<file path="config.mk">
export PLATFORM = sky130hd
export DESIGN_NAME = imem_loader
export DESIGN_NICKNAME = d
export VERILOG_FILES = /design/src/rtl/imem_loader_pkg.sv /design/src/rtl/imem_loader_word_packer.sv /design/src/rtl/imem_loader.sv
export SDC_FILE = /design/constraint.sdc
export NUM_CORES = 1
export LEC_CHECK = 0
export BUFFER_PORTS_ARGS = -buffer_cell sky130_fd_sc_hd__buf_2
export CAP_MARGIN = 20
export CORE_MARGIN = 2
export CORE_UTILIZATION = 59
export CTS_CLUSTER_DIAMETER = 30
export DETAILED_ROUTE_END_ITERATION = 7
export PLACE_DENSITY = 0.85
export SYNTH_ARGS = -nofsm -noshare
export SYNTH_HDL_FRONTEND = slang
export SYNTH_SLANG_ARGS = --single-unit
export TNS_END_PERCENT = 1
</file>
<file path="constraint.sdc">
create_clock -name clk -period 4.25 [get_ports clk]
set_input_delay 0.2125 -clock clk [delete_from_list [all_inputs] [get_ports clk]]
set_output_delay 0.2125 -clock clk [all_outputs]
set_load 0.1 [all_outputs]
</file>
<file path="src/rtl/imem_loader_pkg.sv">
// imem_loader_pkg: shared frame constants and loader state encoding
//   LD_HDR      frame start byte
//   LD_ADDR_W   default imem word-address width
//   LD_DEPTH    default imem capacity in words
//   state_t     loader FSM states
package imem_loader_pkg;
    localparam logic [7:0] LD_HDR    = 8'hA5;
    localparam int         LD_ADDR_W = 6;
    localparam int         LD_DEPTH  = 64;
    typedef enum logic [2:0] {
        S_IDLE,
        S_LEN,
        S_DATA,
        S_WRITE,
        S_CHK,
        S_DONE,
        S_ERR
    } state_t;
endpackage

</file>
<file path="src/rtl/imem_loader_word_packer.sv">
// word_packer: packs four stream bytes little-endian into one 32-bit word
//   clk, rst_n  clock, async active-low reset
//   clr         drop any partial word and restart at byte 0
//   shift       take in_byte as the next byte of the word
//   in_byte     stream byte
//   word        packed word; complete and stable after the 4th shift
//   last        the next shift completes the word
module word_packer (
    input  logic        clk,
    input  logic        rst_n,
    input  logic        clr,
    input  logic        shift,
    input  logic [7:0]  in_byte,
    output logic [31:0] word,
    output logic        last
);
    logic [1:0] cnt;

    assign last = cnt == 2'd3;

    // Bytes enter at the top and move down, so the first byte ends up in [7:0].
    always_ff @(posedge clk or negedge rst_n) begin
        if (!rst_n) begin
            word <= '0;
            cnt  <= '0;
        end else if (clr) begin
            word <= '0;
            cnt  <= '0;
        end else if (shift) begin
            word <= {in_byte, word[31:8]};
            cnt  <= cnt + 2'd1;
        end
    end
endmodule

</file>
<file path="src/rtl/imem_loader.sv">
// imem_loader: loads a framed, checksummed byte stream into imem and holds the core until done
//   clk, rst_n    clock, async active-low reset
//   in_valid/in_data/in_ready  byte stream handshake
//   imem_we/imem_addr/imem_wdata  imem write port (registered)
//   cpu_hold      1 keeps the core at PC=0
//   done, error   frame accepted / rejected (levels)
//   words_loaded  words written in the current or last frame
module imem_loader
    import imem_loader_pkg::*;
#(
    parameter int         ADDR_W = LD_ADDR_W,
    parameter int         DEPTH  = LD_DEPTH,
    parameter logic [7:0] HDR    = LD_HDR
) (
    input  logic              clk,
    input  logic              rst_n,
    input  logic              in_valid,
    input  logic [7:0]        in_data,
    output logic              in_ready,
    output logic              imem_we,
    output logic [ADDR_W-1:0] imem_addr,
    output logic [31:0]       imem_wdata,
    output logic              cpu_hold,
    output logic              done,
    output logic              error,
    output logic [ADDR_W:0]   words_loaded
);
    state_t            state, state_nx;
    logic [ADDR_W:0]   len_q;
    logic [ADDR_W-1:0] addr_q;
    logic [7:0]        xor_q;
    logic              accept, len_bad, word_end, pk_last;

    // in_ready depends only on state and reset, never on in_valid.
    assign in_ready     = rst_n && state != S_WRITE;
    assign accept       = in_valid && in_ready;
    assign len_bad      = in_data == 8'd0 || int'(in_data) > DEPTH;
    assign word_end     = words_loaded + 1'b1 == len_q;
    assign imem_we      = state == S_WRITE;
    assign imem_addr    = addr_q;
    assign cpu_hold     = state != S_DONE;
    assign done         = state == S_DONE;
    assign error        = state == S_ERR;

    // The packer register doubles as the write-data register: it cannot move
    // during WRITE because in_ready is low there.
    word_packer u_packer (
        .clk    (clk),
        .rst_n  (rst_n),
        .clr    (state == S_LEN && accept),
        .shift  (state == S_DATA && accept),
        .in_byte(in_data),
        .word   (imem_wdata),
        .last   (pk_last)
    );

    always_comb begin
        state_nx = state;
        case (state)
            S_IDLE, S_DONE, S_ERR: if (accept && in_data == HDR) state_nx = S_LEN;
            S_LEN:   if (accept) state_nx = len_bad ? S_ERR : S_DATA;
            S_DATA:  if (accept && pk_last) state_nx = S_WRITE;
            S_WRITE: state_nx = word_end ? S_CHK : S_DATA;
            S_CHK:   if (accept) state_nx = in_data == xor_q ? S_DONE : S_ERR;
            default: state_nx = S_IDLE;
        endcase
    end

    always_ff @(posedge clk or negedge rst_n) begin
        if (!rst_n) begin
            state        <= S_IDLE;
            len_q        <= '0;
            addr_q       <= '0;
            words_loaded <= '0;
            xor_q        <= '0;
        end else begin
            state <= state_nx;
            if (state == S_LEN && accept && !len_bad) begin
                len_q        <= in_data[ADDR_W:0];
                addr_q       <= '0;
                words_loaded <= '0;
                xor_q        <= '0;
            end
            if (state == S_DATA && accept) xor_q <= xor_q ^ in_data;
            // A full-depth frame wraps addr to 0; words_loaded has a spare bit for DEPTH.
            if (state == S_WRITE) begin
                addr_q       <= addr_q + 1'b1;
                words_loaded <= words_loaded + 1'b1;
            end
        end
    end
endmodule
</file>
==> flow_summary.toml, run 1 <==
[outcome]
status = "complete, no violations"

[final_layout]
seq_area_um2 = 1630
fillers = 391
area_growth_pct = 16.6
multi_input_area_um2 = 1350
nets = 352
fin_area_um2 = 3620
drive_gt1_share_pct = 26.2
antenna_cells = 0

[critical_path]
critical_path_required_ns = 4.50
cp_slowest_cell = "nor3_4"
crit_chain = "dlygate4sd3_1 > buf_2 > nand2_1 > nor3_4 > buf_4 > a21oi_1 > a31oi_1"
worstPathMaxFanout = 29
crit_arrival_ns = 3.04
path_buf_inv = 3
critical_path_class = "in -> reg"
worstSetupEndpointType = "flip-flop"
cp_top_family = "buffers and inverters"
critPathMaxStageDelay_ns = 0.75
cp-start-kind = "input pin"

[yosys]
ys_ff_latch = 65
syn_avg_cell_area_um2 = 11.0
async_flop_share_pct = 100
synth_edf_count = 0
ys_types = 51
synth_area_leaders = "dfrtp_1 (52%), a22o_1 (9.3%), xnor2_1 (3.7%)"
synth_warnings = 0
synth_nets = 295
seq_area_frac_synth_pct = 52.4
netlist_area_um2 = 3100
synthFlopType = "dfrtp_1"
synth_area_leader_cell = "dfrtp_1"
synthCells = 281
yosysTopAreaCellShare_pct = 52.4

[placed_design]
placed_area_um2 = 3410
gp_congestion = 0.812
io_buffers = 60
dp_hpwl_um = 4410

[global_route]
grt_overflow = 0
grt_antenna_before_repair = 0
grt_max_degree = 42
grt_pass1_vias = 2347
grt_pass1_wl_um = 11400
track_usage_pct = 24.2

[detailed_routing]
num_vias = 2437
drc = 0
drt_iter0_drc = 138
wl_per_cell_um = 15.8
ant_nets = 0
drt-vias-per-instance = 5.90
routed_wl_um = 6550
drt_first_pass_iters = 4

[timing]
relSlewSlack_pct = 37.9
tightest_slew_ns = 0.930
hold_viol = 0
setup_tns_ns = 0
final-setup-viol-count = 0
min_period_ns = 2.78
finalMaxSlewViolations = 0
finalCritPeriodShare_pct = 65.5
holdWs_ns = 0.211
finalClockSkew_ns = 0.00880
rsz0062_at_grt = "no"
fmax_ghz = 0.359

[floorplan]
dieWidth_um = 76.5
die_area_um2 = 5860
core-area_um2 = 5110
num_rows = 26
start_util_pct = 60.8
fp.dieH_um = 76.5
ios = 61

[cts]
numCtsBuffers = 9
clkTransAtPathRegs_ns = 0.08
clock_path_buffers = 2
h-tree-depth = 3
clockRootBuffer = "clkbuf_8"
cts_tree = "yes"
clk_latency_ns = 0.33
clock_sinks = 65

[flow_run]
maxCapViolations = 0

[min_path]
min_path_type = "in -> reg"
[kinds of logic after synthesis]
logic type,after synthesis,synth area share (%)
compound gates,88,20.2
xor+xnor,19,5.36
mux,11,3.87
flops,65,52.4
fa+ha+maj,3,1.21
simple gates,72,12.7
buf+inv,23,4.27
[through the flow]
step	util [%]	setup WS (ns)	instances
2_1_floorplan	-	1.77	281
3_3_place_gp	66.7	1.77	396
3_5_place_dp	66.7	1.64	396
4_1_cts	70.8	1.45	413
5_1_grt	70.8	1.19	413
6_report	70.8	1.47	413
[Yosys cell counts (2+ instances only)]
master and number:
xor2_1 6, mux2i_1 3, o22ai_1 2, o31ai_1 4, xnor2_1 13, a21oi_1 13
nor2b_1 2, ha_1 3, buf_6 3, dfrtp_1 65, clkbuf_1 5, mux2_2 2
a31oi_1 10, a22o_1 33, and2_1 3, nand4_1 3, buf_2 7, inv_1 4
nor3_1 2, mux2_1 6, o21ai_0 18, nor3_2 2, nand2b_1 8, nand2_1 15
nand3_1 9, and3_1 3, nor2_1 13
[placed cells by master (no fill, tap or decap), drive strengths merged, types with 2 or more instances in the layout]
master and instances:
inv 6, ha 3, a21oi 13, clkbuf 9, nor3 4, o31ai 4
nand2 15, a31oi 10, and2 4, mux2i 3, nand3 10, a22o 33
and3 4, nor2 14, nand4 3, buf 63, xor2 6, or2 2
o22ai 2, o21ai 18, nand2b 8, nor2b 2, clkinv 4, mux2 8
dfrtp 65, xnor2 13
[layout make-up]
cell class / count / area share (%)
Tap cell: 70 / 2.42
Sequential cell: 65 / 45.0
Clock inverter: 7 / 2.14
Timing Repair Buffer: 64 / 9.20
Clock buffer: 9 / 3.42
Multi-Input combinational cell: 193 / 37.3
Inverter: 5 / 0.519
[per-layer routing]
metal / vias to the layer above / GRT usage [%] / wire (µm)
met3: 8 / 3.79 / 241
met2: 53 / 38.6 / 3260
li1: 1145 / - / -
met1: 1231 / 33.7 / 2980
met5: - / 0 / 0
met4: 0 / 8.91 / 60
[path summary, 6_finish.rpt]
| path | from | end | slack, ns | cells after the start |
|---|---|---|---|---|
| hold / removal | in_data[3] | len_q[3]$_DFFE_PN0P_ | 0.21 | 2 |
| hold reg to reg | u_packer.word[3]$_DFFE_PN0P_ | u_packer.word[3]$_DFFE_PN0P_ | 0.50 | 1 |
| max in group asynchronous | rst_n | xor_q[7]$_DFFE_PN0P_ | 2.91 | 3 |
| setup / recovery | rst_n | xor_q[5]$_DFFE_PN0P_ | 1.47 | 7 |
| setup reg to reg | state[2]$_DFFE_PN0P_ | words_loaded[2]$_DFFE_PN0P_ | 1.81 | 6 |
| min in group asynchronous | rst_n | imem_addr[2]$_DFFE_PN0P_ | 0.42 | 2 |
[registers in the layout (all words and copies together), names as in the netlist]
signal	count
imem_addr	6
xor_q	8
u_packer.word	32
len_q	7
state	3
words_loaded	7
u_packer.cnt	2
[repair_timing]
action,4_1_cts,5_1_grt
hold buffers,1,0
hold endpoints to repair,24,0
buffers inserted,0,0
resized for setup,0,0
Power of run 1 is not shown: default switching activity piles up to over one toggle a cycle in this logic, so the estimate is an artifact.
==> run 2: changes to the inputs <==
--- a/config.mk
+++ b/config.mk
@@ -8,10 +8,10 @@
 export BUFFER_PORTS_ARGS = -buffer_cell sky130_fd_sc_hd__buf_2
 export CAP_MARGIN = 20
 export CORE_MARGIN = 2
-export CORE_UTILIZATION = 59
+export CORE_UTILIZATION = 49
 export CTS_CLUSTER_DIAMETER = 30
 export DETAILED_ROUTE_END_ITERATION = 7
-export PLACE_DENSITY = 0.85
+export PLACE_DENSITY = 0.75
 export SYNTH_ARGS = -nofsm -noshare
 export SYNTH_HDL_FRONTEND = slang
 export SYNTH_SLANG_ARGS = --single-unit
==> constraint.sdc (replaced) <==
create_clock -name clk -period 2.27 [get_ports clk]
set_input_delay 0.1135 -clock clk [delete_from_list [all_inputs] [get_ports clk]]
set_output_delay 0.1135 -clock clk [all_outputs]
set_load 0.1 [all_outputs]
==> run 2 against run 1 <==
Compared with the run above:
- sequential cell count unchanged
- hold slack got worse by 0.097 ns
- critical path depth is 2 lower
- via count is 4.2% lower
- highest routed layer unchanged
- sequential share of layout area is 0.48 points lower
- register-to-register slack worse by 1.4 ns
- setup slack got worse by 1.3 ns
- final cell count is 2.2% higher
- global-route usage shrank 4.6 points
- utilization is 10 points lower
- cell area increased by 1.1%
- wire length down 2.1%
==> flow_summary.toml, run 2 (synthesis results as in run 1) <==
[outcome]
status = "complete, no violations"

[cts]
cts_setup_buffers = 0
clkTransAtPathRegs_ns = 0.07
numCtsBuffers = 9
h-tree-depth = 3
cts_tree = "yes"
clk_latency_ns = 0.33
clockRootBuffer = "clkbuf_8"
clock_path_buffers = 2
cts-resized-gates = 0
clock_sinks = 65

[detailed_routing]
ant_nets = 0
drc = 0
drt_first_pass_iters = 4
num_vias = 2335
wl_per_cell_um = 15.2
routed_wl_um = 6410
drt_iter0_drc = 128
drt-vias-per-instance = 5.53

[critical_path]
crit_arrival_ns = 1.98
regToRegStartpoint = "words_loaded[2]$_DFFE_PN0P_"
worstPathMaxFanout = 18
cp-start-kind = "flip-flop"
critPathLaunch = "state[0]$_DFFE_PN0P_"
critical_path_class = "reg -> out"
crit_chain = "nand2_1 > or2_2 > buf_4 > and2_1 > buf_2"
critPathMaxStageDelay_ns = 0.50
rrSetupSlack_ns = 0.39
worstSetupEndpointType = "primary output"
critical_path_required_ns = 2.16
cp_slowest_cell = "dfrtp_1"

[timing]
setup_tns_ns = 0
finalMaxSlewViolations = 0
holdWs_ns = 0.114
rsz0062_at_grt = "no"
finalCritPeriodShare_pct = 92.0
finalClockSkew_ns = 0.00893
hold_viol = 0
relSlewSlack_pct = 51.5
min_period_ns = 2.09
tightest_slew_ns = 0.727
final-setup-viol-count = 0
fmax_ghz = 0.479

[final_layout]
reg_top3 = "u_packer.word: 32 flops, xor_q: 8 flops"
final_common_cell = "dfrtp_1"
largest_register_ffs = 32
fillers = 499
fin_area_um2 = 3660
area_growth_pct = 17.8
layout_common_cells = "dfrtp_1 (65), buf_2 (60), a22o_1 (33)"
drive_gt1_share_pct = 27.4
nets = 356
top_register = "u_packer.word"
antenna_cells = 0
final_cells = 422

[min_path]
worstHoldStart = "in_data[1]"
min_path_type = "in -> reg"

[placed_design]
placed_area_um2 = 3440
io_buffers = 60
gp_congestion = 0.926
dp_hpwl_um = 4410
place_inst = 405

[floorplan]
num_rows = 28
start_util_pct = 51.5
die_area_um2 = 6990
dieWidth_um = 83.6
ios = 61
fp.dieH_um = 83.6
core-area_um2 = 6030

[global_route]
grt_overflow = 0
grt_pass1_vias = 2299
grt_max_degree = 60
grt_antenna_before_repair = 0
grt_pass1_wl_um = 11200
track_usage_pct = 19.6

[flow_run]
maxCapViolations = 0
[run 2: area by class of cell]
| class | count | area (µm²) | area share, % |
|---|---|---|---|
| inverters | 5 | 20.0 | 0.547 |
| clock buffers | 10 | 138 | 3.76 |
| well taps | 75 | 93.8 | 2.57 |
| flip-flops and latches | 65 | 1630 | 44.5 |
| repair buffers | 68 | 363 | 9.92 |
| clock inverters | 6 | 65.1 | 1.78 |
| multi-input cells | 193 | 1350 | 36.9 |
[run 2: path summary, 6_finish.rpt]
kind                                                 end  depth (start not counted)
worst min register to register  imem_addr[5]$_DFFE_PN0P_                          1
max in group asynchronous           xor_q[0]$_DFFE_PN0P_                          3
worst max register to register      state[2]$_DFFE_PN0P_                          5
worst max-delay path                            in_ready                          5
worst min-delay path                len_q[1]$_DFFE_PN0P_                          2
min in group asynchronous           state[0]$_DFFE_PN0P_                          2
[run 2: what timing repair did]
action,CTS,global route
hold buffers,1,0
hold endpoints to repair,6,0
setup endpoints to repair,0,0
[run 2: metal layers]
metal	up-vias	part of all wire, %	track usage, %
met4	0	1.1	8.50
met1	1133	47	27.0
met3	6	3.1	3.17
li1	1149	-	-
met2	47	48	30.7
met5	-	0	0
[run 2: worst max-delay path, delay by kind of cell (launching register included)]
family	cells	cell delay, ns
flip-flops	1	0.50
AND/OR/NAND/NOR	3	0.66
buffers and inverters	2	0.48
[run 2: per-stage QoR]
stage | worst slack, ns | util (%)
floorplan | -0.132 | -
global placement | 0.490 | 57.2
detailed placement | 0.391 | 57.2
CTS | 0.190 | 60.7
global route | 0.0767 | 60.7
finish | 0.181 | 60.7
Power of run 2 is left out for the same reason.
